<file path="config.mk">
export PLATFORM = sky130hd
export DESIGN_NAME = ntt_scheduler
export DESIGN_NICKNAME = d
export VERILOG_FILES = /design/src/rtl/ntt_pkg.sv /design/src/rtl/ntt_wb_delay.sv /design/src/rtl/ntt_scheduler.sv
export SDC_FILE = /design/constraint.sdc
export NUM_CORES = 1
export LEC_CHECK = 0
export BUFFER_PORTS_ARGS = -buffer_cell sky130_fd_sc_hd__buf_2
export CAP_MARGIN = 20
export CORE_MARGIN = 10
export CORE_UTILIZATION = 30
export CTS_CLUSTER_DIAMETER = 50
export DETAILED_ROUTE_END_ITERATION = 12
export PLACE_DENSITY_LB_ADDON = 0.15
export SLEW_MARGIN = 5
export SYNTH_ARGS = -nofsm -noshare
export SYNTH_HDL_FRONTEND = slang
export SYNTH_SLANG_ARGS = --single-unit
</file>
<file path="constraint.sdc">
create_clock -name clk -period 2.8 [get_ports clk]
set_input_delay 0.14 -clock clk [delete_from_list [all_inputs] [get_ports clk]]
set_output_delay 0.14 -clock clk [all_outputs]
set_load 0.03 [all_outputs]
</file>
<file path="src/rtl/ntt_pkg.sv">
// Shared constants and FSM encoding for the NTT butterfly scheduler.
package ntt_pkg;

  localparam int N        = 256;
  localparam int LOGN     = 8;
  localparam int Q        = 8380417;
  localparam int RAM_LAT  = 1;
  localparam int BF_LAT   = 2;
  localparam int PIPE_LAT = RAM_LAT + BF_LAT;

  typedef enum logic [1:0] {
    IDLE,
    ISSUE,
    DRAIN,
    DONE
  } state_t;

endpackage

</file>
<file path="src/rtl/ntt_wb_delay.sv">
// Free-running valid-tagged delay line carrying butterfly addresses from
// read issue to write-back. Never stalls; cleared by reset.
module ntt_wb_delay #(
  parameter int DEPTH = 3,
  parameter int W     = 8
) (
  input  logic         clk,
  input  logic         rst,
  input  logic         vld_in,
  input  logic [W-1:0] a_in,
  input  logic [W-1:0] b_in,
  output logic         vld_out,
  output logic [W-1:0] a_out,
  output logic [W-1:0] b_out
);

  logic [DEPTH-1:0]        vld_pipe;
  logic [DEPTH-1:0][W-1:0] a_pipe;
  logic [DEPTH-1:0][W-1:0] b_pipe;

  // Shift valid and addresses one stage per cycle; reset drops in-flight writes.
  always_ff @(posedge clk) begin
    if (rst) begin
      vld_pipe <= '0;
      a_pipe   <= '0;
      b_pipe   <= '0;
    end else begin
      vld_pipe[0] <= vld_in;
      a_pipe[0]   <= a_in;
      b_pipe[0]   <= b_in;
      for (int i = 1; i < DEPTH; i++) begin
        vld_pipe[i] <= vld_pipe[i-1];
        a_pipe[i]   <= a_pipe[i-1];
        b_pipe[i]   <= b_pipe[i-1];
      end
    end
  end

  assign vld_out = vld_pipe[DEPTH-1];
  assign a_out   = a_pipe[DEPTH-1];
  assign b_out   = b_pipe[DEPTH-1];

endmodule

</file>
<file path="src/rtl/ntt_scheduler.sv">
// Forward-NTT butterfly scheduler: walks the Dilithium loop nest layer by
// layer, one butterfly per cycle, draining the pipeline between layers so
// that every write of a layer lands before the next layer reads.
module ntt_scheduler #(
  parameter int N       = ntt_pkg::N,
  parameter int RAM_LAT = ntt_pkg::RAM_LAT,
  parameter int BF_LAT  = ntt_pkg::BF_LAT
) (
  input  logic       clk,
  input  logic       rst,
  input  logic       start,
  input  logic       pause,
  output logic       busy,
  output logic       done,
  output logic [2:0] layer,
  output logic       rd_en,
  output logic [7:0] rd_addr_a,
  output logic [7:0] rd_addr_b,
  output logic [7:0] zeta_idx,
  output logic       wr_en,
  output logic [7:0] wr_addr_a,
  output logic [7:0] wr_addr_b
);
  import ntt_pkg::*;

  localparam int PL   = RAM_LAT + BF_LAT;
  localparam int HALF = N / 2;
  localparam int DW   = (PL > 1) ? $clog2(PL) : 1;

  state_t        state, state_nxt;
  logic [2:0]    layer_q;
  logic [7:0]    j_off;   // offset of j inside the current block
  logic [7:0]    base;    // block start s
  logic [7:0]    zeta;
  logic [6:0]    cnt;     // butterflies issued in this layer
  logic [DW-1:0] dcnt;
  logic [7:0]    len;
  logic          issue, last_issue, block_end, drain_end, last_layer;

  assign len        = 8'(HALF) >> layer_q;
  assign issue      = (state == ISSUE) && !pause;
  assign last_issue = issue && (cnt == 7'(HALF - 1));
  assign block_end  = (j_off == len - 8'd1);
  assign drain_end  = (state == DRAIN) && (dcnt == DW'(PL - 1));
  assign last_layer = (layer_q == 3'(LOGN - 1));

  // State register.
  always_ff @(posedge clk) begin
    if (rst) state <= IDLE;
    else     state <= state_nxt;
  end

  // Next-state logic.
  always_comb begin
    state_nxt = state;
    case (state)
      IDLE:    if (start) state_nxt = ISSUE;
      ISSUE:   if (last_issue) state_nxt = DRAIN;
      DRAIN:   if (drain_end) state_nxt = last_layer ? DONE : ISSUE;
      DONE:    state_nxt = IDLE;
      default: state_nxt = IDLE;
    endcase
  end

  // Loop-nest counters: hold on pause, advance one butterfly per issue.
  always_ff @(posedge clk) begin
    if (rst) begin
      layer_q <= '0;
      j_off   <= '0;
      base    <= '0;
      zeta    <= '0;
      cnt     <= '0;
      dcnt    <= '0;
    end else begin
      case (state)
        IDLE: if (start) begin
          layer_q <= '0;
          j_off   <= '0;
          base    <= '0;
          zeta    <= 8'd1;
          cnt     <= '0;
          dcnt    <= '0;
        end
        ISSUE: if (issue) begin
          cnt <= cnt + 7'd1;
          if (block_end) begin
            j_off <= '0;
            base  <= base + (len << 1);
            zeta  <= zeta + 8'd1;
          end else begin
            j_off <= j_off + 8'd1;
          end
        end
        DRAIN: if (drain_end) begin
          dcnt  <= '0;
          cnt   <= '0;
          j_off <= '0;
          base  <= '0;
          if (!last_layer) layer_q <= layer_q + 3'd1;
        end else begin
          dcnt <= dcnt + DW'(1);
        end
        DONE: layer_q <= '0;
        default: ;
      endcase
    end
  end

  assign busy      = (state != IDLE);
  assign done      = (state == DONE);
  assign layer     = layer_q;
  assign rd_en     = issue;
  assign rd_addr_a = issue ? base + j_off : 8'd0;
  assign rd_addr_b = issue ? base + j_off + len : 8'd0;
  assign zeta_idx  = issue ? zeta : 8'd0;

  ntt_wb_delay #(
    .DEPTH(PL),
    .W    (8)
  ) u_wb_delay (
    .clk    (clk),
    .rst    (rst),
    .vld_in (rd_en),
    .a_in   (rd_addr_a),
    .b_in   (rd_addr_b),
    .vld_out(wr_en),
    .a_out  (wr_addr_a),
    .b_out  (wr_addr_b)
  );

endmodule

</file>
Word-level counts from Yosys, hierarchy flattened
Index checks and enable logic that the tools add are counted.
- add/sub/neg operators: 9
- multiply operators: 0
- div/mod/pow operators: 0
- magnitude comparators: 0
- equal/unequal tests: 13
- shift operators: 1
- multiplexer cells: 31
- bitwise gates (word level): 0
- reduce and logical (&&, ||, !) cells: 16
- operators with widths (kind ; count):
    8-bit 2-to-1 mux ; 12
    8-bit case mux with 3 select lines ; 2
    8-bit adder ; 3
    7-bit 2-to-1 mux ; 3
    7-bit case mux with 3 select lines ; 1
    8-bit by 1-bit adder with 8-bit output (second input constant) ; 2
    8-bit case mux with 2 select lines ; 1
    2-bit 2-to-1 mux ; 6
    2-bit inequality test (second input constant) ; 6
    4-bit AND reduction ; 3
    3-bit 2-to-1 mux ; 3
    3-bit case mux with 3 select lines ; 1
    8-bit == test ; 1
    2-bit case mux with 4 select lines ; 1
    8-bit by 3-bit >> shifter with 8-bit output (first input constant) ; 1
    8-bit by 1-bit subtractor with 8-bit output (second input constant) ; 1
    7-bit by 1-bit adder with 7-bit output (second input constant) ; 1
    7-bit == test (second input constant) ; 1
    2-bit == test (second input constant) ; 3
    2-bit nonzero test ; 3
    3-bit nonzero test ; 2
    5-bit AND reduction ; 1
    2-bit case mux with 2 select lines ; 1
    3-bit by 1-bit adder with 3-bit output (second input constant) ; 1
    8 further kinds ; 10
- flip-flop bits (word level): 89
- bits in latches: 0
- memory bits (writable): 0
- bits in read-only memories: 0
- output and inout port bits: 47
- logic and storage cells: 84
- memories kept: 0

Logic depth before layout (Yosys ltp)
Gate-level depths: netlist of run 1.
- word-level depth: 6
- gate-level depth with buffers: 13
- mapped depth without buffers: 13

Hierarchy
A second synthesis of run 1 with hierarchy kept.
- cell total of the unflattened synthesis: 467
- area, all modules: 4406.7 um2
- by module, submodules not included (module ; instances ; cells an instance ; area an instance (um2) ; sequential area each (um2)):
    ntt_scheduler ; 1 ; 344 ; 2921.6 ; 740.7
    ntt_wb_delay ; 1 ; 123 ; 1485.2 ; 1021.0

Worst setup path after synthesis of run 1
OpenSTA, ideal clock, no wires.
- path kind: register to output
- from: reg layer_q[0] (netlist: layer[0])
- to: out rd_addr_b[7]
- arrival: 2.955 ns
- data required time: 2.660 ns
- path slack: -0.295 ns
- stages on the path, launching flop included: 13
- buffers on the path: 0
- path through: dfxtp_1 inv_1 ha_1 nand2_1 inv_1 ha_1 a21o_1 a21oi_1 o21ai_0 a2111oi_0 nor3_1 xnor2_1 nor2_1
- word-level cells in the longest chain between the ends: 3
- RTL lines (what ; RTL line ; text):
    from (decl) ; ntt_scheduler.sv:31 ; logic [2:0] layer_q;
    from (signal assigned) ; ntt_scheduler.sv:99 ; if (!last_layer) layer_q <= layer_q + 3'd1;
    8-bit by 3-bit >> shifter with 8-bit output ; ntt_scheduler.sv:40 ; assign len = 8'(HALF) >> layer_q;
    8-bit adder ; ntt_scheduler.sv:114 ; assign rd_addr_b = issue ? base + j_off + len : 8'd0;
    8-bit 2-to-1 mux ; ntt_scheduler.sv:114 ;
    to (decl) ; ntt_scheduler.sv:18 ; output logic [7:0] rd_addr_b,
No other way between the ends.

Final worst setup path of run 1
- from: reg base[2]
- to: out rd_addr_b[7]
- word-level cells in the longest chain between the ends: 3
- RTL lines (what ; RTL line ; text):
    from (decl) ; ntt_scheduler.sv:33 ; logic [7:0] base;
    from (signal assigned) ; ntt_scheduler.sv:88 ; base <= base + (len << 1);
    8-bit adder (2 in a row) ; ntt_scheduler.sv:114 ;
    8-bit 2-to-1 mux ; ntt_scheduler.sv:114 ;
No other way between the ends.

==> impl_metrics.yaml, run 1 <==
outcome:
  status: "finished, violations left"
  violations: "setup timing"
placed_design:
  numPortBuffers: 50
  place.gp.congestion: 0.840
  dp.cells: 733
  placed_area_um2: 5020
  post-dp-hpwl_um: 7790
global_routing:
  grt_max_degree: 46
  grt_pass1_vias: 3494
  antenna_found_initial: 0
  grtUsageTotal_pct: 10.9
  grt_first_pass_wirelength_um: 17500
  grt_overflow: 0
power_and_ir_drop:
  leakage_uw: 0.00250
  peakVddDrop_mv: 0.257
  power_density_nw_per_um2: 475
clock_tree:
  cts-root-buf: "clkbuf_16"
  cts_sinks: 88
  insertion_delay_ns: 0.35
  htreeDepth: 3
  cts.reportedPaths.clkPinSlew_ns: 0.07
  numCtsBuffers: 9
  hold_buffers: 0
  cts_tree: "built"
  clockBufferDepth: 2
logic_synthesis:
  yosys.cell_count.top_type: "dfxtp_1"
  syn-instance-count: 489
  ys_seq_area_share_pct: 40.3
  synth_top_area_share_pct: 40.3
  synthArstFlopShare_pct: 0
  syn-num-nets: 524
  synth_largest_area_cell: "dfxtp_1"
  synth_warnings: 0
  synthDistinctLibCells: 50
  ys_top_cells_by_count: "dfxtp_1 (88), nor2_1 (52), nor2b_1 (43)"
  synthTopCellsByArea: "dfxtp_1 (40%), ha_1 (8.3%), nor2b_1 (6.2%)"
  synth-seq-cells: 88
  postSynthAreaPerCell_um2: 8.94
  synth_ff_type: "dfxtp_1"
  syn-cell-area_um2: 4370
  synth-edff-count: 0
setup_path:
  crit_start: "base[2]"
  required_ns: 2.66
  rr_startpoint: "layer[1]"
  cp_top_family: "compound AO/OA/AOI/OAI gates"
  end_kind: "primary output"
  path_max_fanout: 3
  crit_top_cell: "ha_4"
  worstPathArrival_ns: 2.75
  path_buf_inv: 3
  rrSetupSlack_ns: 0.11
  worst_setup_path_start_kind: "register"
  slowest_delay_ns: 0.40
  crit_type: "reg -> out"
  crit_chain: "ha_4 -> a21o_1 -> a21oi_2 -> buf_4 -> xnor2_1 -> inv_1 -> ha_4 -> a2111oi_2 -> nor3_2 -> xnor2_2 -> nor2_2 -> buf_6"
  cp_slowest_cell: "a2111oi_2"
floorplanning:
  die_w_um: 141
  core_area_um2: 14400
  pin_count: 51
  die_area_um2: 19800
  rows: 44
  die_h_um: 141
  start_util_pct: 30.3
cells_and_area:
  final_cells: 753
  final_nets: 599
  post-route-cell-area_um2: 5630
  syn_to_final_growth_pct: 28.8
  drive_gt1_share_pct: 29.3
  n_antenna_cell: 0
timing:
  setup_ws_ns: -0.0886
  finalMaxSlewViolations: 0
  whs_ns: 0.201
  clock.fmax_mhz: 346
  tightest_slew_ns: 0.724
  slew_headroom_pct: 51.7
  finalSetupViolCount: 2
  rsz0062_at_grt: "yes"
  period_share_pct: 103
  hold_viol: 0
  tns_ns: -0.116
  skew_ns: 0.00592
  min_period_ns: 2.89
routing:
  wl_um: 10500
  drt-pass1-iter-count: 4
  avgViaCountPerCell: 4.57
  drt-initial-drc-count: 146
  detail-route-antenna-nets: 0
  wire_per_inst_um: 14.0
  vias: 3439
  drc: 0
min_path:
  min_path_type: "in -> reg"
  hp-start: "start"
job:
  maxCapViolCount: 0
## registers in the layout, summed over array words and instances (netlist names)
signal,flops
zeta,8
u_wb_delay.a_pipe,16
base,7
u_wb_delay.b_pipe,16
layer,3
dcnt,2
u_wb_delay.vld_pipe,3
state,2
u_wb_delay.b_out,8
cnt,7
u_wb_delay.a_out,8
j_off,8
## power breakdown
part | switching, uW | internal (uW) | leakage [uW]
sequential | 18.3 | 1260 | 0.000714
combinational | 154 | 92.1 | 0.00166
clock | 515 | 630 | 0.000128
total | 688 | 1990 | 0.00250
## cell usage in the layout (no fill, tap or decap), types with 7 or more instances in the layout
| cell type | netlist | final |
|---|---|---|
| dfxtp_1 | 88 | 81 |
| nor2_1 | 52 | 48 |
| buf_4 | 17 | 48 |
| buf_2 | 2 | 46 |
| nor2b_1 | 43 | 42 |
| inv_1 | 24 | 23 |
| a21oi_1 | 26 | 22 |
| nand2_1 | 22 | 21 |
| xor2_1 | 21 | 20 |
| nor3_1 | 19 | 17 |
| ha_1 | 29 | 16 |
| nand2b_1 | 15 | 15 |
| and2_1 | 15 | 14 |
| xnor2_1 | 17 | 14 |
| ha_4 | 0 | 9 |
| clkbuf_16 | 0 | 9 |
| a21o_1 | 7 | 7 |
| nand4_1 | 7 | 7 |
## per-layer routing
metal | track usage (%) | vias to the layer above | routed length [um]
li1 | - | 1763 | -
met1 | 13.3 | 1602 | 5040
met2 | 17.4 | 61 | 4810
met3 | 3.39 | 13 | 522
met4 | 4.29 | 0 | 161
met5 | 0 | - | 0
## final timing paths
check                         end  cells past startpoint
max                  rd_addr_b[7]                     12
min                       dcnt[0]                      4
max reg2reg               zeta[5]                      9
min reg2reg  u_wb_delay.a_pipe[9]                      1
## worst min-delay path: cells and delay by family
family | cells | cell delay (ns)
buffers and inverters | 1 | 0.14
AO/OA/AOI/OAI | 2 | 0.14
AND/OR/NAND/NOR | 1 | 0.07
## area by class of cell
cell class,instances,area [um2]
Clock inverter,5,40.0
Sequential cell,88,1780
Timing Repair Buffer,97,633
Tap cell,184,230
Multi-Input combinational cell,344,2620
Inverter,24,90.1
Clock buffer,11,243
Fill cell,1504,8790
## logic make-up (layout without fill, tap and decap cells)
family                     after synthesis  after routing  share of synthesized area, %
and+or+nand+nor                        208            208                          25.5
muxes                                    6              6                          1.37
DFF                                     88             88                          40.3
AOI/OAI and AO/OA                       59             59                          8.76
adders and majority gates               31             31                          9.21
xor gates and xnor gates                40             40                          8.50
buffers and inverters                   57            137                          6.41
## through the flow
stage / total power [uW] / util, % / worst slack [ns]
floorplan: 1460 / - / -0.0209
global placement: 1550 / 34.8 / 0.0136
finish: 2670 / 39.1 / -0.0886
detailed placement: 1550 / 34.8 / -0.0604
global route: 2780 / 39.1 / -0.344
CTS: 2730 / 38.1 / -0.192
## timing repair
action,in CTS,in global routing
hold endpoints to repair,0,0
setup buffers,7,1
pin swaps,10,7
gates resized for setup,32,35
endpoints found under the setup margin,5,14
Note: power is estimated with default switching activity, not from simulation.
==> run 2: changes to the inputs <==
Settings changed: REMOVE_ABC_BUFFERS set to 1.
==> impl_metrics.yaml, run 2 (synthesis gave the netlist of run 1 again) <==
outcome:
  status: "finished, violations left"
  violations: "setup timing"
power_and_ir_drop:
  peakVddDrop_mv: 0.280
  leakage_uw: 0.00258
  power_uw: 2730
  power_density_nw_per_um2: 473
setup_path:
  cp_slowest_cell: "dfxtp_2"
  cp_top_family: "compound AO/OA/AOI/OAI gates"
  crit_type: "reg -> out"
  rr_startpoint: "base[2]"
  crit_chain: "ha_4 -> a21o_1 -> buf_4 -> xnor2_4 -> inv_1 -> ha_4 -> inv_1 -> o21ai_2 -> a2111oi_4 -> nor3_2 -> xnor2_1 -> nor2_1 -> buf_4"
  slowest_delay_ns: 0.34
  path_max_fanout: 2
  required_ns: 2.66
  crit_start: "base[2]"
  path_buf_inv: 4
  worst_setup_path_start_kind: "register"
  worstPathArrival_ns: 2.75
  end_kind: "primary output"
clock_tree:
  htreeDepth: 3
  hold_buffers: 0
  clockBufferDepth: 2
  insertion_delay_ns: 0.35
  numCtsBuffers: 9
  cts-root-buf: "clkbuf_16"
  cts.reportedPaths.clkPinSlew_ns: 0.07
  cts_tree: "built"
  cts_sinks: 88
placed_design:
  post-dp-hpwl_um: 7780
  place.gp.congestion: 0.822
  numPortBuffers: 50
  placed_area_um2: 5040
timing:
  clock.fmax_mhz: 346
  slew_headroom_pct: 48.3
  min_period_ns: 2.89
  tightest_slew_ns: 0.775
  finalSetupViolCount: 3
  skew_ns: 0.00377
  period_share_pct: 103
  hold_viol: 0
  rsz0062_at_grt: "yes"
  setup_ws_ns: -0.0934
  finalMaxSlewViolations: 0
floorplanning:
  die_w_um: 141
  rows: 44
  die_h_um: 141
  core_area_um2: 14400
  die_area_um2: 19800
  pin_count: 51
  start_util_pct: 30.3
cells_and_area:
  post-route-cell-area_um2: 5790
  n_antenna_cell: 0
  final_cell_mix: "dfxtp_1 (81), buf_4 (65), nor2_1 (48)"
  final_nets: 617
  largestRegisters: "u_wb_delay.a_pipe: 16 flops, u_wb_delay.b_pipe: 16 flops"
  fin_util_pct: 40.1
  drive_gt1_share_pct: 32.4
  syn_to_final_growth_pct: 32.3
  final_common_cell: "dfxtp_1"
routing:
  detail-route-antenna-nets: 0
  drt-pass1-iter-count: 4
  drc: 0
  drt-initial-drc-count: 115
  wire_per_inst_um: 13.6
  vias: 3496
  wl_um: 10500
  avgViaCountPerCell: 4.53
global_routing:
  grt.met1_usage_pct: 13.0
  grtUsageTotal_pct: 11.1
  antenna_found_initial: 0
  grt_max_degree: 38
  grt_pass1_vias: 3595
  grt_first_pass_wirelength_um: 17800
  grt_overflow: 0
  use_met2_pct: 18.0
  met3_usage_pct: 4.06
  grt-busiest-layer: "met2"
min_path:
  hp-start: "start"
  min_path_type: "in -> reg"
job:
  maxCapViolCount: 0
[run 2: cell types whose count changed in the layout (fill, tap and decap cells not counted), moves of 2 or more]
| cell | change |
|---|---|
| buf_4 | +17 |
| inv_8 | +3 |
| clkinvlp_4 | -2 |
| inv_1 | -2 |
| inv_2 | +2 |
| o21ai_2 | +2 |
[run 2: final timing paths]
check | to | slack (ns) | depth (start not counted)
hold reg to reg | u_wb_delay.a_pipe[12] | 0.44 | 1
hold / removal | zeta[0] | 0.19 | 3
setup / recovery | rd_addr_b[7] | -0.09 | 13
setup reg to reg | u_wb_delay.b_pipe[6] | 0 | 17
[run 2: through the flow]
stage | cells | hold slack, ns | setup WS [ns] | setup TNS, ns
2_1_floorplan | 456 | 0.209 | -0.301 | -4.29
3_3_place_gp | 738 | 0.415 | 0.00603 | 0
3_5_place_dp | 738 | 0.422 | -0.0602 | -0.230
4_1_cts | 770 | 0.177 | -0.148 | -0.173
5_1_grt | 771 | 0.220 | -0.311 | -0.911
6_report | 771 | 0.191 | -0.0934 | -0.160
[run 2: worst min-delay path: cells and delay by family]
family	cells	cell delay, ns
buf+inv	1	0.14
compound gates	2	0.20
[run 2: cell type report]
| cell class | count | area [um2] |
|---|---|---|
| fill | 1475 | 8640 |
| multi-input combinational | 344 | 2620 |
| sequential | 88 | 1780 |
| timing repair buffer | 115 | 766 |
| tap | 184 | 230 |
| clock buffer | 9 | 225 |
| inverter | 24 | 90.1 |
| clock inverter | 7 | 75.1 |
[run 2: metal layers]
| metal | wire, um | up-vias | share of wire (%) |
|---|---|---|---|
| met5 | 0 | - | 0 |
| met4 | 252 | 0 | 2.4 |
| met3 | 448 | 12 | 4.3 |
| met2 | 4880 | 51 | 46 |
| met1 | 4940 | 1630 | 47 |
| li1 | - | 1803 | - |
[run 2: power by group]
part           internal [uW]  switching, uW  total, uW
logic                    101            159        260
clock network            632            564       1200
registers               1260           14.1       1280
total                   2000            737       2730
[run 2: what timing repair did]
| action | CTS | global route |
|---|---|---|
| gates resized for setup | 49 | 24 |
| buffers inserted | 16 | 3 |
| endpoints found under the setup margin | 9 | 24 |
| pin swaps | 22 | 14 |
